File: src/rtl/alu_pkg.sv
// Shared definitions for the sequential ALU: opcodes, FSM states,
// iterative-unit modes and flag bit positions.
package alu_pkg;

  localparam logic [2:0] OP_ADD   = 3'd0;
  localparam logic [2:0] OP_SUB   = 3'd1;
  localparam logic [2:0] OP_AND   = 3'd2;
  localparam logic [2:0] OP_OR    = 3'd3;
  localparam logic [2:0] OP_XOR   = 3'd4;
  localparam logic [2:0] OP_PASSB = 3'd5;
  localparam logic [2:0] OP_MULU  = 3'd6;
  localparam logic [2:0] OP_DIVU  = 3'd7;

  typedef enum logic [1:0] {
    ST_IDLE = 2'd0,
    ST_MUL  = 2'd1,
    ST_DIV  = 2'd2,
    ST_DONE = 2'd3
  } state_e;

  typedef enum logic {
    MD_MUL = 1'b0,
    MD_DIV = 1'b1
  } md_mode_e;

  localparam int FLAG_C = 0;
  localparam int FLAG_V = 1;
  localparam int FLAG_N = 2;
  localparam int FLAG_Z = 3;
  localparam int FLAG_W = 4;

endpackage

File: src/rtl/muldiv_iter.sv
// Iterative unsigned multiplier (shift-add) and restoring divider sharing
// one accumulator/shift register pair and one iteration counter.
module muldiv_iter
  import alu_pkg::*;
#(
  parameter int WIDTH = 32,
  parameter int CNT_W = $clog2(WIDTH) + 1
) (
  input  logic             clk,
  input  logic             rst_n,
  input  logic             start,
  input  md_mode_e         mode,
  input  logic             step,
  input  logic [WIDTH-1:0] a,
  input  logic [WIDTH-1:0] b,
  output logic             last,
  output logic [WIDTH-1:0] lo_nxt,
  output logic [WIDTH-1:0] hi_nxt,
  output logic             divisor_zero
);

  logic [WIDTH-1:0] acc_q;
  logic [WIDTH-1:0] shr_q;
  logic [WIDTH-1:0] opb_q;
  logic [CNT_W-1:0] cnt_q;

  logic [WIDTH:0]   mul_sum;
  logic [WIDTH:0]   div_shift;
  logic             div_ge;

  // acc holds the running high product / partial remainder; shr holds the
  // multiplier bits still to consume, or the dividend bits shifting out
  // while quotient bits shift in. A zero divisor naturally yields an
  // all-ones quotient and the dividend as remainder.
  // NOTE: every combinational output gets a default first so no path
  // through the block leaves a variable unassigned (which would infer a latch).
  always_comb begin
    mul_sum   = {1'b0, acc_q} + (shr_q[0] ? {1'b0, opb_q} : '0);
    div_shift = {acc_q, shr_q[WIDTH-1]};
    div_ge    = (div_shift >= {1'b0, opb_q});
    hi_nxt    = acc_q;
    lo_nxt    = shr_q;
    if (mode == MD_MUL) begin
      {hi_nxt, lo_nxt} = {mul_sum, shr_q[WIDTH-1:1]};
    end else begin
      hi_nxt = div_ge ? WIDTH'(div_shift - {1'b0, opb_q}) : div_shift[WIDTH-1:0];
      lo_nxt = {shr_q[WIDTH-2:0], div_ge};
    end
  end

  assign last         = (cnt_q == CNT_W'(WIDTH - 1));
  assign divisor_zero = (opb_q == '0);

  // NOTE: state registers use non-blocking assignments so every flop
  // samples pre-edge values regardless of statement order.
  always_ff @(posedge clk or negedge rst_n) begin
    if (!rst_n) begin
      acc_q <= '0;
      shr_q <= '0;
      opb_q <= '0;
      cnt_q <= '0;
    end else if (start) begin
      acc_q <= '0;
      shr_q <= a;
      opb_q <= b;
      cnt_q <= '0;
    end else if (step) begin
      acc_q <= hi_nxt;
      shr_q <= lo_nxt;
      cnt_q <= cnt_q + CNT_W'(1);
    end
  end

endmodule

File: src/rtl/seq_alu.sv
// Handshaked ALU: single-cycle add/sub/logic/pass, iterative MULU/DIVU,
// results and flags registered on entry to DONE and held until accepted.
module seq_alu
  import alu_pkg::*;
#(
  parameter int WIDTH = 32
) (
  input  logic             clk,
  input  logic             rst_n,
  input  logic             in_valid,
  output logic             in_ready,
  input  logic [2:0]       op_sel,
  input  logic [WIDTH-1:0] a,
  input  logic [WIDTH-1:0] b,
  output logic             out_valid,
  input  logic             out_ready,
  output logic [WIDTH-1:0] result,
  output logic [WIDTH-1:0] result_hi,
  output logic             carry_f,
  output logic             overflow_f,
  output logic             negative_f,
  output logic             zero_f
);

  localparam int CNT_W = $clog2(WIDTH) + 1;

  state_e            state_q, state_d;
  logic              in_ready_q;
  logic              accept;
  logic              md_start, md_step, load_alu, load_md;
  md_mode_e          md_mode;
  logic              md_last, md_div_zero;
  logic [WIDTH-1:0]  md_lo, md_hi;

  logic              is_sub;
  logic [WIDTH-1:0]  b_eff;
  logic [WIDTH:0]    sum;
  logic [WIDTH-1:0]  alu_res;
  logic              alu_c, alu_v;

  logic [WIDTH-1:0]  fin_res, fin_hi;
  logic              fin_c, fin_v;

  logic [WIDTH-1:0]  result_q, result_hi_q;
  logic [FLAG_W-1:0] flags_q;

  muldiv_iter #(.WIDTH(WIDTH), .CNT_W(CNT_W)) u_muldiv (
    .clk          (clk),
    .rst_n        (rst_n),
    .start        (md_start),
    .mode         (md_mode),
    .step         (md_step),
    .a            (a),
    .b            (b),
    .last         (md_last),
    .lo_nxt       (md_lo),
    .hi_nxt       (md_hi),
    .divisor_zero (md_div_zero)
  );

  always_comb begin
    state_d  = state_q;
    accept   = in_valid && in_ready_q;
    md_start = 1'b0;
    md_step  = 1'b0;
    md_mode  = MD_MUL;
    load_alu = 1'b0;
    load_md  = 1'b0;
    case (state_q)
      ST_IDLE: begin
        if (accept) begin
          if (op_sel == OP_MULU) begin
            state_d  = ST_MUL;
            md_start = 1'b1;
          end else if (op_sel == OP_DIVU) begin
            state_d  = ST_DIV;
            md_start = 1'b1;
          end else begin
            state_d  = ST_DONE;
            load_alu = 1'b1;
          end
        end
      end
      ST_MUL, ST_DIV: begin
        md_step = 1'b1;
        md_mode = (state_q == ST_DIV) ? MD_DIV : MD_MUL;
        if (md_last) begin
          state_d = ST_DONE;
          load_md = 1'b1;
        end
      end
      ST_DONE: begin
        if (out_ready) state_d = ST_IDLE;
      end
      default: state_d = ST_IDLE;
    endcase
  end

  // SUB reuses the adder as a + ~b + 1, so carry-out means "no borrow".
  always_comb begin
    is_sub  = (op_sel == OP_SUB);
    b_eff   = is_sub ? ~b : b;
    sum     = {1'b0, a} + {1'b0, b_eff} + {{WIDTH{1'b0}}, is_sub};
    alu_res = '0;
    alu_c   = 1'b0;
    alu_v   = 1'b0;
    case (op_sel)
      OP_ADD, OP_SUB: begin
        alu_res = sum[WIDTH-1:0];
        alu_c   = sum[WIDTH];
        alu_v   = (a[WIDTH-1] == b_eff[WIDTH-1]) && (sum[WIDTH-1] != a[WIDTH-1]);
      end
      OP_AND:   alu_res = a & b;
      OP_OR:    alu_res = a | b;
      OP_XOR:   alu_res = a ^ b;
      OP_PASSB: alu_res = b;
      default:  alu_res = '0;
    endcase
  end

  always_comb begin
    fin_res = alu_res;
    fin_hi  = '0;
    fin_c   = alu_c;
    fin_v   = alu_v;
    if (load_md) begin
      fin_res = md_lo;
      fin_hi  = md_hi;
      fin_c   = (state_q == ST_MUL) && (md_hi != '0);
      fin_v   = (state_q == ST_DIV) && md_div_zero;
    end
  end

  always_ff @(posedge clk or negedge rst_n) begin
    if (!rst_n) begin
      state_q    <= ST_IDLE;
      in_ready_q <= 1'b0;
    end else begin
      state_q    <= state_d;
      in_ready_q <= (state_d == ST_IDLE);
    end
  end

  // Outputs only move on the edge that enters DONE; otherwise they hold.
  always_ff @(posedge clk or negedge rst_n) begin
    if (!rst_n) begin
      result_q    <= '0;
      result_hi_q <= '0;
      flags_q     <= '0;
    end else if (load_alu || load_md) begin
      result_q            <= fin_res;
      result_hi_q         <= fin_hi;
      flags_q[FLAG_C]     <= fin_c;
      flags_q[FLAG_V]     <= fin_v;
      flags_q[FLAG_N]     <= fin_res[WIDTH-1];
      flags_q[FLAG_Z]     <= (fin_res == '0);
    end
  end

  assign in_ready   = in_ready_q;
  assign out_valid  = (state_q == ST_DONE);
  assign result     = result_q;
  assign result_hi  = result_hi_q;
  assign carry_f    = flags_q[FLAG_C];
  assign overflow_f = flags_q[FLAG_V];
  assign negative_f = flags_q[FLAG_N];
  assign zero_f     = flags_q[FLAG_Z];

endmodule

File: config.mk
export PLATFORM = sky130hd
export DESIGN_NAME = seq_alu
export DESIGN_NICKNAME = d
export VERILOG_FILES = /design/src/rtl/alu_pkg.sv /design/src/rtl/muldiv_iter.sv /design/src/rtl/seq_alu.sv
export SDC_FILE = /design/constraint.sdc
export NUM_CORES = 1
export LEC_CHECK = 0
export CAP_MARGIN = 40
export CORE_UTILIZATION = 30
export CTS_BUF_LIST = sky130_fd_sc_hd__clkbuf_4 sky130_fd_sc_hd__clkbuf_8
export DETAILED_ROUTE_END_ITERATION = 7
export PLACE_DENSITY = 0.56
export RECOVER_POWER = 50
export SKIP_LAST_GASP = 1
export SYNTH_ARGS = -nofsm -noshare
export SYNTH_HDL_FRONTEND = slang
export SYNTH_SLANG_ARGS = --single-unit
File: constraint.sdc
create_clock -name clk -period 7.4 [get_ports clk]
set_clock_uncertainty 0.1 [all_clocks]
set_input_delay 1.85 -clock clk [delete_from_list [all_inputs] [get_ports clk]]
set_output_delay 1.85 -clock clk [all_outputs]
set_load 0.01 [all_outputs]
### Word level (Yosys, flattened, before mapping)

Cells that the tools add are included.

* flip-flop bits (word level): 173
* input bits: 71
* word-level logic and storage cells: 83

* add/sub/neg operators: 5
* magnitude comparators: 1
* equality and inequality tests: 13
* mux-type cells: 37
* bitwise logic cells: 4
* reductions and logical operators: 14

Operator list (count)
* 32-bit 2-to-1 mux: 11
* 32-bit one-hot mux with 5 select lines: 1
* 32-bit by 32-bit adder with 33-bit output: 2
* 32-bit zero test: 2
* 33-bit by 1-bit adder with 33-bit output: 1
* 33-bit by 32-bit >= comparator with 1-bit output: 1
* 32-bit AND: 1
* 32-bit inverter: 1
* 32-bit bitwise OR: 1
* 32-bit nonzero test: 1
* 32-bit subtractor: 1
* 32-bit bitwise XOR: 1
* 1-bit 2-to-1 mux: 18
* 3-bit == test, second input constant: 4
* 6-bit 2-to-1 mux: 2
* 2-bit 2-to-1 mux: 4
* 6-bit by 1-bit adder with 6-bit output, second input constant: 1
* 3-bit by 2-bit == test with 1-bit output, second input constant: 2
* 6-bit by 5-bit == test with 1-bit output, second input constant: 1
* 2-bit one-hot mux with 3 select lines: 1
* 2-bit == test, second input constant: 2
* 1-bit logical AND: 4
* 2-bit zero test: 2
* 2-bit OR reduction: 2
* other kinds (7): 7

### Longest topological paths before layout

* word-level depth: 8
* gate-level depth with buffers: 17
* mapped depth without buffers: 15

### Modules after synthesis

A second synthesis with hierarchy kept.

* cells, all modules: 2198
* area total of the unflattened synthesis: 17160.2 sq um

By module, submodules not included
* muldiv_iter: instances 1, cells each 1170, area an instance 9308.9 sq um, seq. area each 2552.4 sq um
* seq_alu: instances 1, cells each 1028, area an instance 7851.3 sq um, seq. area each 1751.7 sq um

### Worst setup path after synthesis

Ideal clock, no wire load.

* path kind: input-to-reg
* from: in op_sel[2]
* to: reg flags_q[3]
* setup time: 66 ps
* arrival time: 5667 ps
* required time: 7234 ps
* slack: 1568 ps
* stages: 16
* path buffers: 2
* path through: or3b_1 > clkbuf_1 > buf_1 > xnor2_1 > ha_1 > nand3b_1 > a2111oi_0 > nor2_1 > a211oi_1 > o2111ai_1 > a21oi_1 > xor2_1 > a222oi_1 > nand4_1 > nor4_1 > a22o_1

* longest elaborated chain between the ends: 7

Ends and longest elaborated chain
* start, declared: line seq_alu.sv:12 `input logic [2:0] op_sel,`
* 3-bit by 1-bit == test with 1-bit output: line seq_alu.sv:101, seq_alu.sv:107
* 32-bit 2-to-1 mux: line seq_alu.sv:102 `b_eff = is_sub ? ~b : b;`
* 32-bit by 32-bit adder with 33-bit output: line seq_alu.sv:103 `sum = {1'b0, a} + {1'b0, b_eff} + {{WIDTH{1'b0}}, is_sub};`
* 33-bit by 1-bit adder with 33-bit output: line seq_alu.sv:103
* 32-bit one-hot mux with 5 select lines: line seq_alu.sv:107 `case (op_sel)`
* 32-bit 2-to-1 mux: line seq_alu.sv:126 `if (load_md) begin`
* 32-bit zero test: line seq_alu.sv:156 `flags_q[FLAG_Z] <= (fin_res == '0);`
* end signal, assigned by index: line seq_alu.sv:154 `flags_q[FLAG_V] <= fin_v;`
* end signal, assigned by index: line seq_alu.sv:155 `flags_q[FLAG_N] <= fin_res[WIDTH-1];`
* end signal, assigned by index: line seq_alu.sv:156
* end, declared: line seq_alu.sv:45 `logic [FLAG_W-1:0] flags_q;`

Parallel ways exist; a longest one is shown, timed or not.
A chain may end at the register's enable or synchronous reset.

### Worst setup path in the final report

* from: in op_sel[1]
* to: reg flags_q[3]

The elaborated chain is that of the path after synthesis.

==> reports/results.env <==
RUN_STATUS='complete, but fails checks'
FAILED_CHECKS='max-capacitance violations, max-slew violations'
INITIAL_UTILIZATION=0.306
SYNTH-WARNING-COUNT=0
WORSTPATHREQUIRED_NS=7.84
CRITICAL_PATH.TOP_DELAY_FAMILY='simple AND/OR/NAND/NOR gates'
NUM_IO_PINS=141
CP_CELL_SEQUENCE='dlygate4sd3_1, or3b_2, buf_4, nor2_1, a21oi_1, fa_1, nand3b_1, a2111oi_0, buf_4, nor3_1, o21ai_0, xor2_1, a221oi_1, nand4_1, nor4_1, buf_4, nand4_1, nor4_1, a22o_1'
ANTENNA_VIOL_NETS_FINAL=0
CLOCK-SINKS=172
CRITICAL-PATH-SLOWEST-CELL='sky130_fd_sc_hd__dlygate4sd3_1'
GRT_START_MAX_NET_PINS=77
TIMING_WORST_SLEW_PIN_VALUE_NS=2.36
TIMING.MAX_SLEW.REL_SLACK=-0.570
INSTANCE_COUNT_OF_THE_MAPPED_NETLIST=2091
IRDROPWORSTVDD_V=0.000191
PORT_BUFFERS=140
CTSHTREEMAXLEVEL=4
REPORT.FINAL.HOLD_VIOL_COUNT=0
GP_CONGESTION=0.954
CHIPHEIGHT_UM=237
MIN-DELAY-PATH-CLASS='flop to flop'
SETUP_TOTAL_NEGATIVE_SLACK_NS=0
STD_CELL_ROWS=85
TIMING.CRITICAL_PATH.BUF_INV=4
SYNTHDISTINCTLIBCELLS=93
SLOWEST_DELAY_NS=0.55
SYNTH_ENABLE_FLOP_CELLS=0
GRT_USAGE=0.232
MAXCLOCKFREQUENCY_MHz=158
ARRIVAL_NS=6.79
GRT_SETUP_UNREPAIRED='no'
MOSTFREQUENTLAYOUTCELL='sky130_fd_sc_hd__nand2_1'
WORST_PATH_MOST_REPEATED_CELL='sky130_fd_sc_hd__buf_4'
POST_CTS_RESIZED=0
HPWL_UM=49600
STARTING_DRC_COUNT_IN_DETAILED_ROUTING=1174
CELLPOWERDENSITY_mW_PER_MM2=507
OVERFLOW=0
FINAL_LAYOUT_SIZE_SUFFIX_GT1_FRAC=0.0603
PERIOD_MINUS_SLACK_NS=6.35
HOLD-WORST-SLACK_NS=0.389
SYNTH.YOSYS.SEQ_AREA_SHARE=0.260
MOST-COMMON-LAYOUT-CELLS='226 x sky130_fd_sc_hd__nand2_1, 185 x sky130_fd_sc_hd__o21ai_0, 181 x sky130_fd_sc_hd__nor2_1'
CLOCK_INSERTION_DELAY_WORST_SKEW_NS=0.61
PERIOD_SHARE=0.858
GRT_ANTENNA_BEFORE_REPAIR=1
POWER.STATIC_LEAKAGE_nW=8.21
PLACEMENT.SETUP.WORST_SLACK_NS=0.636
ROUTE.FINAL.WIRE_LENGTH_UM=64800
FINAL_NETS=2423
SEQ_CELLS_POST_SYNTH=172
CRITPATHLAUNCHTYPE='primary input'
TIMING.CRITICAL_PATH.TO_TYPE='flop'
DRT_DRC_VIOLATIONS_LEFT=0
CTS_TREE='done'
FIRST_GLOBAL_VIAS=15900
RATIO_OF_ROUTED_VIAS_TO_STANDARD_CELLS=5.65
DIE_W_UM=237
FIRST_PASS_GRT_WIRE_LENGTH_UM=99200
FINAL_CRITICAL_PATH_SETUP_SLACK_NS=1.05
MAPPEDNETLISTNETS=2337
WORST_SETUP_HOLD_PATH_CLK_SLEW_NS=0.10
YS_ASYNC_SR_FRACTION=1.00
REGTOREGSETUPSLACK_NS=2.13
HOLD_BUFFERS=0
TIMING_WORST_SETUP_PATH_TYPE='primary input to flop'
PATH_MAX_FANOUT=33
DRT_PASS_1_ITERS=5
CORE_FOOTPRINT_MM2=0.0542
AVG_CELL_AREA_SYN_UM2=7.92
MAXSLEWVIOLCOUNT=185
DIEAREA_MM2=0.0562
YOSYS_MOST_USED_DFF='sky130_fd_sc_hd__dfrtp_1'
DR_TOTAL_VIAS=16300
MAX-CLOCK-PATH-BUFFERS=2
NUMCTSBUFFERS=17
POST-CTS-SETUP-BUFFERS=0
FINAL_COUNT_OF_NEGATIVE_SETUP_SLACK_ENDPOINTS=0
SYNTH.CELL_AREA_MM2=0.0166
CLOCKROOTBUFFER='sky130_fd_sc_hd__clkbuf_8'
AREA_GROWTH_FROM_SYNTHESIS_TO_LAYOUT_PCT=16.1
WL_PER_CELL_UM=22.4
TIMING.MAX_CAP.VIOLATIONS=4
worst reg2reg max path: stages, from the launching register on:
cell and delay [ns]:
sky130_fd_sc_hd__dfrtp_1 0.47, sky130_fd_sc_hd__inv_1 0.09, sky130_fd_sc_hd__ha_1 0.41, sky130_fd_sc_hd__and4_1 0.41
sky130_fd_sc_hd__nand4_4 0.15, sky130_fd_sc_hd__or4_4 0.58, sky130_fd_sc_hd__a31oi_4 0.30, sky130_fd_sc_hd__or2_1 0.23
sky130_fd_sc_hd__buf_4 0.27, sky130_fd_sc_hd__mux2i_1 0.33, sky130_fd_sc_hd__a21oi_1 0.24, sky130_fd_sc_hd__nor4b_1 0.51
sky130_fd_sc_hd__nand4_1 0.33, sky130_fd_sc_hd__nor4_2 0.60, sky130_fd_sc_hd__nor2_1 0.09
cell type report:
cell class,instances,area [µm²]
Clock buffer,19,249
Sequential cell,172,4300
Inverter,124,465
Tap cell,696,871
Clock inverter,13,191
Antenna cell,1,2.50
Timing Repair Buffer,185,1790
Fill cell,5673,35000
Multi-Input combinational cell,1677,11400
power breakdown:
part	switching, mW	internal (mW)
logic	4.34	2.75
clock network	0.431	0.376
registers	0.472	1.38
final timing paths:
path	end	cells after the start	from
worst max-delay path	flags_q[3]	19	op_sel[1]
worst min-delay path	result[3]	2	result[3]
worst max register to register	flags_q[0]	14	u_muldiv.opb_q[25]
worst min register to register	result[3]	2	result[3]
max in group asynchronous	u_muldiv.shr_q[23]	3	rst_n
min in group asynchronous	result_hi[8]	1	rst_n
flip-flops by register name (all words and copies together) (netlist names):
name / flops
u_muldiv.cnt_q: 6
u_muldiv.acc_q: 32
result: 31
result_hi: 32
state_q: 2
u_muldiv.shr_q: 32
flags_q: 4
in_ready: 1
u_muldiv.opb_q: 32
synthesized netlist by cell type (9+ instances only):
library cell,number,area share
sky130_fd_sc_hd__nand2b_1,19,0.0072
sky130_fd_sc_hd__o211a_1,9,0.0054
sky130_fd_sc_hd__o211ai_1,18,0.0082
sky130_fd_sc_hd__mux2i_1,70,0.042
sky130_fd_sc_hd__nor2_1,183,0.041
sky130_fd_sc_hd__xnor2_1,66,0.035
sky130_fd_sc_hd__or3_1,13,0.0049
sky130_fd_sc_hd__o22ai_1,13,0.0049
sky130_fd_sc_hd__nor4_1,15,0.0057
sky130_fd_sc_hd__a31oi_1,21,0.0079
sky130_fd_sc_hd__dfrtp_1,172,0.26
sky130_fd_sc_hd__nand2_1,226,0.051
sky130_fd_sc_hd__inv_1,123,0.028
sky130_fd_sc_hd__nand4_1,21,0.0079
sky130_fd_sc_hd__o21bai_1,9,0.0041
sky130_fd_sc_hd__and3_1,16,0.0060
sky130_fd_sc_hd__xor2_1,32,0.017
sky130_fd_sc_hd__nor2b_1,19,0.0072
sky130_fd_sc_hd__nor3_1,32,0.0097
sky130_fd_sc_hd__o21ai_0,185,0.056
sky130_fd_sc_hd__a22o_1,18,0.0095
sky130_fd_sc_hd__clkbuf_1,84,0.019
sky130_fd_sc_hd__a21o_1,23,0.010
sky130_fd_sc_hd__o221ai_1,12,0.0063
sky130_fd_sc_hd__a21oi_1,172,0.052
sky130_fd_sc_hd__and2_1,36,0.014
sky130_fd_sc_hd__buf_1,23,0.0052
sky130_fd_sc_hd__ha_1,172,0.13
sky130_fd_sc_hd__nand3_1,48,0.014
sky130_fd_sc_hd__a221oi_1,25,0.013
sky130_fd_sc_hd__o21a_1,15,0.0068
sky130_fd_sc_hd__mux2_2,15,0.010
sky130_fd_sc_hd__a211oi_1,40,0.018
logic make-up (layout without fill, tap and decap cells):
family / count (synthesis) / in the layout / synth area share
AND/OR/NAND/NOR: 669 / 669 / 0.190
AO/OA/AOI/OAI: 647 / 647 / 0.252
buffers and inverters: 242 / 341 / 0.0575
adder cells (fa/ha/maj): 176 / 176 / 0.134
flip-flops: 172 / 172 / 0.260
XOR/XNOR: 98 / 98 / 0.0518
multiplexers: 87 / 87 / 0.0547
other: 0 / 1 / 0
stage by stage:
stage / utilization / std cells / instance area (µm²) / total power, mW
floorplan: - / 2091 / 16600 / 6.51
global placement: 0.345 / 2846 / 18700 / 8.78
detailed placement: 0.348 / 2854 / 18900 / 8.88
CTS: 0.356 / 2886 / 19300 / 9.74
global route: 0.355 / 2887 / 19200 / 10.6
finish: 0.355 / 2887 / 19200 / 9.76
metal layers:
metal | global-route usage | wire length [µm] | vias up
met2 | 0.379 | 30000 | 527
met1 | 0.313 | 29900 | 7953
li1 | - | - | 7727
met5 | 0 | 0 | -
met4 | 0.0763 | 1590 | 0
met3 | 0.0323 | 3300 | 98
(Power assumes the default switching activity.)
